===== config.mk =====
export PLATFORM = sky130hd
export DESIGN_NAME = ahb_arbiter
export DESIGN_NICKNAME = d
export VERILOG_FILES = /design/src/rtl/ahb_arbiter.sv
export SDC_FILE = /design/constraint.sdc
export NUM_CORES = 1
export LEC_CHECK = 0
export CORE_AREA = 2 2 39 41
export CTS_BUF_LIST = sky130_fd_sc_hd__clkbuf_8
export DETAILED_ROUTE_END_ITERATION = 10
export DIE_AREA = 0 0 41 43
export PLACE_DENSITY = 0.8
export SETUP_SLACK_MARGIN = 0.5
export SLEW_MARGIN = 20
export SYNTH_ARGS = -nofsm -noshare
export SYNTH_HDL_FRONTEND = slang
export SYNTH_SLANG_ARGS = --single-unit
export TNS_END_PERCENT = 10

===== constraint.sdc =====
create_clock -name hclk -period 3.71 [get_ports hclk]
set_input_delay 0.5565 -clock hclk [delete_from_list [all_inputs] [get_ports hclk]]
set_output_delay 0.5565 -clock hclk [all_outputs]
set_load 0.005 [all_outputs]

===== src/rtl/ahb_arbiter.sv =====
// ahb_arbiter: round-robin AHB arbiter for 2..4 masters.
// Drives a one-hot grant, the address-phase owner (hmaster), the data-phase
// owner (hmaster_data) and hmastlock. Bursts and locked sequences are never
// broken. With no requests the bus parks on master 0.
// Optional feature macro: AHB_ARB_TIMEOUT_EN. When defined, an owner holding
// the bus with a BUSY/SEQ burst while others wait is preempted after MAX_HOLD
// hready cycles. Locked sequences are never preempted.
module ahb_arbiter #(
    parameter int unsigned NUM_MASTERS = 4,
    parameter int unsigned MAX_HOLD    = 16
) (
    input  logic                   hclk,
    input  logic                   hreset,
    input  logic [NUM_MASTERS-1:0] hbusreq,
    input  logic [NUM_MASTERS-1:0] hlock,
    input  logic [1:0]             htrans,
    input  logic                   hready,
    output logic [NUM_MASTERS-1:0] hgrant,
    output logic [1:0]             hmaster,
    output logic [1:0]             hmaster_data,
    output logic                   hmastlock
);

    localparam int unsigned IDX_W = 2;
    localparam int unsigned PAD_W = 4;
    localparam logic [1:0]  HTRANS_BUSY = 2'b01;
    localparam logic [1:0]  HTRANS_SEQ  = 2'b11;

    // Reject configurations the index width and hold counter cannot represent
    if (NUM_MASTERS < 2 || NUM_MASTERS > 4) begin : g_bad_num_masters
        $error("ahb_arbiter: NUM_MASTERS must be 2..4");
    end
    if (MAX_HOLD < 2 || MAX_HOLD > 32) begin : g_bad_max_hold
        $error("ahb_arbiter: MAX_HOLD must be 2..32");
    end

    logic [IDX_W-1:0] gnt_idx;
    logic [PAD_W-1:0] req_pad_c;
    logic [PAD_W-1:0] lock_pad_c;
    logic             lock_hold_c;
    logic             burst_hold_c;
    logic             burst_hold_eff_c;
    logic             arb_c;
    logic [IDX_W-1:0] winner_c;
    logic [IDX_W-1:0] cand_c;
    logic             found_c;

    // Widen request/lock vectors so a 2-bit index is always in range
    always_comb begin
        req_pad_c  = PAD_W'(hbusreq);
        lock_pad_c = PAD_W'(hlock);
    end

    // Hold terms: locked ownership vs. an unfinished burst
    always_comb begin
        lock_hold_c  = hmastlock | lock_pad_c[gnt_idx];
        burst_hold_c = (htrans == HTRANS_BUSY) || (htrans == HTRANS_SEQ);
    end

`ifdef AHB_ARB_TIMEOUT_EN
    localparam int unsigned CNT_W = 5;

    logic [CNT_W-1:0] hold_cnt;
    logic             others_req_c;
    logic             timeout_c;

    // Another master is waiting while the owner keeps the bus
    always_comb begin
        others_req_c = |(req_pad_c & ~(PAD_W'(1) << gnt_idx));
        timeout_c    = (hold_cnt == CNT_W'(MAX_HOLD - 1));
    end

    // Count hready cycles of contended ownership; clear on every arbitration
    always_ff @(posedge hclk) begin
        if (hreset) begin
            hold_cnt <= '0;
        end else if (hready) begin
            if (arb_c) begin
                hold_cnt <= '0;
            end else if (others_req_c && (lock_hold_c || burst_hold_c) && !timeout_c) begin
                hold_cnt <= hold_cnt + CNT_W'(1);
            end
        end
    end

    // Timeout can only break a burst, never a lock
    always_comb begin
        burst_hold_eff_c = burst_hold_c & ~timeout_c;
    end
`else
    // Bursts hold the bus for as long as they last
    always_comb begin
        burst_hold_eff_c = burst_hold_c;
    end
`endif

    // Arbitrate only on a completed transfer with no hold in force
    always_comb begin
        arb_c = hready & ~(lock_hold_c | burst_hold_eff_c);
    end

    // Round-robin search starting after the owner; the owner is checked last
    always_comb begin
        winner_c = '0;
        cand_c   = '0;
        found_c  = 1'b0;
        for (int i = 1; i <= int'(NUM_MASTERS); i++) begin
            cand_c = IDX_W'((int'(gnt_idx) + i) % int'(NUM_MASTERS));
            if (!found_c && req_pad_c[cand_c]) begin
                winner_c = cand_c;
                found_c  = 1'b1;
            end
        end
    end

    // Grant, address-phase and data-phase ownership pipeline
    always_ff @(posedge hclk) begin
        if (hreset) begin
            gnt_idx      <= '0;
            hgrant       <= NUM_MASTERS'(1);
            hmaster      <= '0;
            hmaster_data <= '0;
            hmastlock    <= 1'b0;
        end else if (hready) begin
            if (arb_c) begin
                gnt_idx <= winner_c;
                hgrant  <= NUM_MASTERS'(1) << winner_c;
            end
            hmaster      <= gnt_idx;
            hmastlock    <= lock_pad_c[gnt_idx];
            hmaster_data <= hmaster;
        end
    end

endmodule

* Word-level counts from Yosys, hierarchy flattened
Cells that the tools add are included.
** Cells by class
- Add/sub/neg operators :: 4
- Magnitude comparators :: 5
- Equal/unequal tests :: 2
- Shift operators :: 1
- Multiplexer cells :: 17
- Bitwise operators :: 4
- Reduce and logical (&&, ||, !) cells :: 8
** Operators by type and width (count)
- < comparator 2 x 3 -> 1 bit, second input constant :: 5
- binary-select mux 1 bit (select 2 bit) :: 5
- two-way mux 1 bit :: 8
- two-way mux 2 bit :: 4
- adder 2 x 1 -> 2 bit, second input constant :: 2
- adder 2 bit, second input constant :: 2
- << shifter 1 x 2 -> 4 bit, first input constant :: 1
- logical AND 1 bit :: 3
- logical NOT 1 bit :: 3
- == test 2 x 1 -> 1 bit, second input constant :: 1
- == test 2 bit, second input constant :: 1
- OR 1 bit :: 2
- AND reduction 2 bit :: 1
- AND 1 bit :: 1
- logical OR 1 bit :: 1
- NOT 1 bit :: 1
** Word-level totals
- Register bits after elaboration :: 11
- Input port bits :: 13
- Word-level logic and storage cells :: 46

* Depth between registers and ports, before layout
Gate-level depths: netlist (run 1).
- Depth after elaboration :: 14
- Mapped depth :: 6
- Depth with buffers taken out :: 4

* Worst setup path before layout (run 1)
OpenSTA, ideal clock, no wires.
- Path type :: input to register
- From :: input hlock[3]
- To :: register gnt_idx[1]
- Setup time :: 0.067 ns
- Arrival :: 1.994 ns
- Setup slack :: 1.648 ns
- Cell stages on the path :: 5
- Buffers on the path :: 1
- Cell sequence :: mux4_2 -> or3_1 -> buf_2 -> a2111o_1 -> a21oi_2
** Between the ends
- Cells in the longest elaborated chain, start to end :: 7
** Ends and longest elaborated chain
- from (decl) :: line 15 : input logic [NUM_MASTERS-1:0] hlock,
- binary-select mux 1 bit (select 2 bit) :: line 56 : lock_hold_c = hmastlock | lock_pad_c[gnt_idx];
- two-way mux 1 bit (implied by the code) :: line 56
- OR 1 bit :: line 56
- OR 1 bit :: line 99 : arb_c = hready & ~(lock_hold_c | burst_hold_eff_c);
- NOT 1 bit :: line 99
- AND 1 bit :: line 99
- AND reduction 2 bit (no line)
- to (signal assigned) :: line 126 : gnt_idx <= winner_c;
- to (decl) :: line 37 : logic [IDX_W-1:0] gnt_idx;
No other way between the ends. The select of a mux whose other input is x is not followed.
A chain may end at the register's enable or synchronous reset.

* Final worst setup path (run 1)
- From :: input hready
- To :: register hgrant[3]
** Between the ends
- Cells in the longest elaborated chain, start to end :: 2
** Ends and longest elaborated chain
- from (decl) :: line 17 : input logic hready,
- AND 1 bit :: line 99
- AND reduction 2 bit (no line) *
- to (signal assigned) :: line 127 : hgrant <= NUM_MASTERS'(1) << winner_c;
- to (decl) :: line 18 : output logic [NUM_MASTERS-1:0] hgrant,
Every way passes the cells marked *; elsewhere a longest branch is shown, timed or not.

==> metrics.txt, run 1 <==
status finished clean; Layout Utilization 59.0%; Inst Count DP 99; post-CTS setup repair buffer count 0; count of final max-slew check failures 0; vias in the first global route 483; number of synthesized register bits 11; drt wl/cell approximately 12 um; clock slew at reported path FFs 0.05 ns; Post-synth EDFFs 0; Final Hold Viols 0; # DRC 0; CP Max Fanout 6; initial antenna violation count 0; Pre-antenna DRT Iters 6; Synth top area share 37.3%; DR vias 557; # hold bufs at CTS 0; Max-Cap Viols 0; Row Count 14; largest net degree at the start of global routing 13; crit end category flop; Net Switching 0.0679 mW; Worst-Margin Slew 0.643 ns; routability cong. 0.757; CP Class input port to flop; FMAX about 0.42 GHz; startpoint types input port; Die Y roughly 43 um; detailed placement HPWL 919 um; CP required 3.87 ns; CTS Buf Count 3; area leader, netlist dfxtp_1; RSZ-0062 raised after global routing false; final cell count without fillers slightly above 100; Clk Tree Root Cell clkbuf_8; sequential element share of the synthesized area 37.3%; final setup vio count 0; share of layout cells above drive strength 1 9.20%; die area ~1800 um^2; Clk pwr share about two fifths; port buffer count 20; post-route setup TNS 0 ns; Die Width about 41 um; H-tree Lvls 1; Detail Route Antenna Nets 0; Comb power frac between 10% and 20%; grt ovf 0; Post-CTS Resized 0; pre-CTS worst setup slack roughly 1.1 ns; Top Ports 22; Slew headroom 56.8%; final worst slack roughly 1.4 ns; CTS tree yes; Internal between 0.2 and 0.25 mW; Leakage about 0.29 nW; worst hold path type flop to flop; Max VDD drop 184 uV; Initial Utilization 42.7%; Flop pwr share a little over two fifths; first-pass GRT wire length 2020 um; clock skew 0.00254 ns; Post-Syn Area 591 um^2; Synth Flop Type dfxtp_1; Syn Inst Count 69; Final Net Count 101; vias per cell 5.41; Avg Inst Size Synth 8.56 um^2; Hold Slack 0.454 ns; dpl cell area 772 um^2; minimum clock period after layout 2.36 ns; Initial DRC Count 12; syn_nets 82; Ys Warns 0; crit share post-route a little under two thirds; CTS Buffer Depth 2; drt total wl approximately 1200 um; Synth top cells by count nor2_1, dfxtp_1, nor3_1; Sink Count 11; sw frac 23.4%; cell area after layout 817 um^2; Synth cell types 25; top post-synthesis cells by area dfxtp_1, mux2i_1, nor2_1; global-route usage over all layers 16.7%; most frequent cell after synthesis nor2_1; power per cell area 354 nW/um^2; Area Growth Syn to Fin 38.3%; core region area about 1400 um^2; Antenna Cells 0; Crit path arrival time approximately 2.5 ns; share of synthesized registers carrying an async set or reset 0%; total power 0.289 mW; clk_lat worst skew 0.24 ns
[worst max-delay path, stage by stage]
cell	delay, ns
clkdlybuf4s50_1	0.65
or2b_2	0.34
nor3_1	0.51
o311ai_0	0.29
a21oi_1	0.17
[power by group through the flow]
stage / clock, mW / sequential [mW] / combinational (mW)
final: 0.117 / 0.127 / 0.0457
after global routing: 0.127 / 0.128 / 0.0500
after CTS: 0.120 / 0.127 / 0.0459
after detailed placement: 0 / 0.129 / 0.0458
after global placement: 0 / 0.129 / 0.0450
after floorplan: 0 / 0.127 / 0.0269
[worst paths after layout]
kind | depth (start not counted) | slack (ns) | from | to
worst max-delay path | 5 | 1.35 | hready | hgrant[3]
worst min-delay path | 2 | 0.45 | hgrant[3] | hgrant[3]
worst max register to register | 4 | 1.53 | gnt_idx[0] | hgrant[3]
worst min register to register | 2 | 0.45 | hgrant[3] | hgrant[3]
[cell usage in the layout (no fill, tap or decap), types with 2 or more instances in the layout]
cell | Yosys | routed
o311ai_0 | 2 | 2
mux2i_1 | 5 | 5
nor3_1 | 7 | 7
dfxtp_1 | 11 | 11
a21oi_1 | 5 | 5
o21ai_0 | 2 | 2
clkdlybuf4s50_1 | 0 | 20
nand2_1 | 4 | 4
nor2_1 | 12 | 12
inv_1 | 2 | 3
and2b_2 | 2 | 2
clkbuf_8 | 0 | 3
[cell families (layout without fill, tap and decap cells)]
family,after synthesis,count (layout),share of synthesized area (%)
muxes,6,6,12.3
DFF,11,11,37.3
and+or+nand+nor,28,28,22.7
AOI/OAI and AO/OA,16,16,19.9
buffers and inverters,8,26,7.84
[final cells by class]
class,count,area (um^2)
timing repair buffer,20,200
clock buffer,3,41.3
sequential,11,220
fill,123,567
tap,16,20.0
inverter,2,7.51
clock inverter,1,3.75
multi-input combinational,50,324
[flip-flops by register name, summed over array words and instances, names as in the netlist]
register,cells
gnt_idx,2
hmaster_data,2
hgrant,4
hmaster,2
hmastlock,1
[per-layer routing]
metal | share of wire (%) | global-route usage (%) | vias to the layer above
li1 | - | - | 285
met1 | 46 | 21.2 | 255
met2 | 47 | 24.4 | 13
met3 | 5.2 | 5.24 | 4
met4 | 1.9 | 8.67 | 0
met5 | 0 | 0 | -
Note: power is estimated with default switching activity, not from simulation.
==> run 2, diff against run 1 <==
Settings changed: CORE_AREA 2 2 39 41 to not set, CORE_UTILIZATION set to 44, DIE_AREA 0 0 41 43 to not set.
Clock period 3.71 ns to 2.2 ns, I/O delays scaled along.
==> run 2 against run 1 <==
Cell count is 5.8% higher. Register-to-register slack lost 1.1 ns. Via count is 9.9% higher. Worst hold slack about the same. Cell area up 10%. Count of clock-buffer cells in the layout unchanged. First-iteration DRC count shrank 50%. Core utilization is 18 points higher. Critical path depth stayed put. Global-route usage rose by 10 points.
==> metrics.txt, run 2 (synthesized netlist as in run 1, its figures left out) <==
largest net degree at the start of global routing 12 (was 13); R2R depth 4 (unchanged); share of layout cells above drive strength 1 23.2% (was 9.20%); Die Y 38.6 um (was 43 um); CP Max Fanout 4 (was 6); count of final max-slew check failures 0 (unchanged); core region area 1170 um^2 (was 1380 um^2); Antenna Cells 0 (unchanged); Leakage 0.341 nW (was 0.291 nW); minimum clock period after layout 1.78 ns; max reg flops 4 (unchanged); clock slew at reported path FFs 0.05 ns (about the same); Worst R2R Start gnt_idx[0] (unchanged); grt ovf 0 (unchanged); die area 1490 um^2 (was 1760 um^2); # hold bufs at CTS 0 (unchanged); final setup vio count 0 (unchanged); Max VDD drop 515 uV (was 184 uV); Min-Delay Path Depth 2 (unchanged); Die Width 38.6 um (was 41 um); crit share post-route 80.7%; Clk Tree Root Cell clkbuf_8 (unchanged); clock skew 0.000696 ns (was 0.00254 ns); vias in the first global route 610 (was 483); startpoint types input port (unchanged); Hold EP hgrant[3] (unchanged); CP required 2.38 ns (was 3.87 ns); FMAX 0.563 GHz; drt wl/cell 14.1 um (was 12.0 um); post-route setup TNS 0 ns (unchanged); H-tree Lvls 1 (unchanged); Final Net Count 109 (was 101); CTS Buffer Depth 2 (unchanged); Detail Route Antenna Nets 0 (unchanged); CTS Buf Count 3 (unchanged); # DRC 0 (unchanged); cell area after layout 898 um^2 (was 817 um^2); most frequent cells in the layout clkdlybuf4s50_1, nor2_1, dfxtp_1 (unchanged); multi-input logic area 343 um^2 (was 324 um^2); Fill cells 90 (was 123); dpl cell area 815 um^2 (was 772 um^2); Crit path arrival time 1.96 ns (was 2.52 ns); r2r setup slk 0.42 ns (was 1.53 ns); CP startpoint hready (unchanged); vias per cell 5.61 (was 5.41); Worst-Margin Slew 0.327 ns (was 0.643 ns); Slew headroom 77.9% (was 56.8%); Initial DRC Count 6 (was 12); sequential cell area 221 um^2 (was 220 um^2); global-route usage over all layers 26.9% (was 16.7%); CP Class input port to flop (unchanged); Sink Count 11 (unchanged); Area Growth Syn to Fin 52.1% (was 38.3%); worst hold path type flop to flop (unchanged); initial antenna violation count 0 (unchanged); Pre-antenna DRT Iters 4 (was 6); first-pass GRT wire length 2580 um (was 2020 um); hold path start hgrant[3] (unchanged); DR vias 612 (was 557); CTS tree yes (unchanged); clk_lat worst skew 0.24 ns (about the same); most common cell after layout, fill and taps aside clkdlybuf4s50_1 (unchanged); power per cell area 569 nW/um^2 (was 354 nW/um^2); status finished clean (unchanged); crit end category flop (unchanged); Largest Register hgrant (unchanged); Row Count 12 (was 14); Initial Utilization 50.4% (was 42.7%); Critical R2R Capture gnt_idx[1] (was hgrant[3]); detailed placement HPWL 1070 um (was 919 um); RSZ-0062 raised after global routing true (was false); port buffer count 20 (unchanged); Layout Utilization 76.7% (was 59.0%); drt total wl 1540 um (was 1240 um); total power 0.512 mW (was 0.289 mW); routability cong. 0.907 (was 0.757); Final Hold Viols 0 (unchanged); Max-Cap Viols 0 (unchanged); Top Ports 22 (unchanged)
run 2: cell count changes in the layout (fill, tap and decap cells not counted), sizes merged:
| cell | change |
|---|---|
| buf | +8 |
| clkdlybuf4s50 | -4 |
| dlygate4sd2 | +4 |
| clkinv | +1 |
| inv | -1 |
run 2: worst max-delay path, cell delays in order:
cell,delay [ns]
clkdlybuf4s50_1,0.47
or2b_4,0.27
or3_4,0.40
a2111o_1,0.37
a21oi_2,0.11
run 2: where the power goes:
group          internal [mW]  switching [mW]
clock                  0.124          0.0776
combinational         0.0549          0.0430
sequential             0.207         0.00457
total                  0.386           0.125
run 2: routing by layer:
metal | wire length, um | track usage (%) | up-vias
met1 | 628 | 25.8 | 291
met4 | 33 | 17.2 | 0
met5 | 0 | 0 | -
met3 | 74 | 9.83 | 5
li1 | - | - | 301
met2 | 801 | 47.5 | 15
run 2: what timing repair did:
| item | 4_1_cts | 5_1_grt |
|---|---|---|
| resized for setup | 12 | 1 |
| pin swaps | 3 | 3 |
| endpoints found under the setup margin | 4 | 6 |
| buffers inserted | 2 | 0 |
run 2: layout make-up:
type,instances,share of cell area (%)
tap,14,1.95
multi-input combinational,50,38.2
sequential,11,24.7
clock inverter,1,0.557
inverter,2,0.836
clock buffer,3,4.60
timing repair buffer,28,29.2
run 2: metrics by stage:
step | setup slack [ns] | cells | hold slack [ns]
2_1_floorplan | 0.316 | 69 | 0.453
3_3_place_gp | 0.0212 | 103 | 0.444
3_5_place_dp | 0.0244 | 103 | 0.452
4_1_cts | 0.423 | 109 | 0.458
5_1_grt | 0.391 | 109 | 0.482
6_report | 0.424 | 109 | 0.453
run 2: worst max-delay path by stage:
stage,slack (ns),end,cells after the start
after detailed placement,0.02,gnt_idx[1],5
after floorplan,0.32,gnt_idx[1],6
after CTS,0.42,gnt_idx[1],4
after global routing,0.39,gnt_idx[1],4
after global placement,0.02,gnt_idx[1],5
final,0.42,gnt_idx[1],5
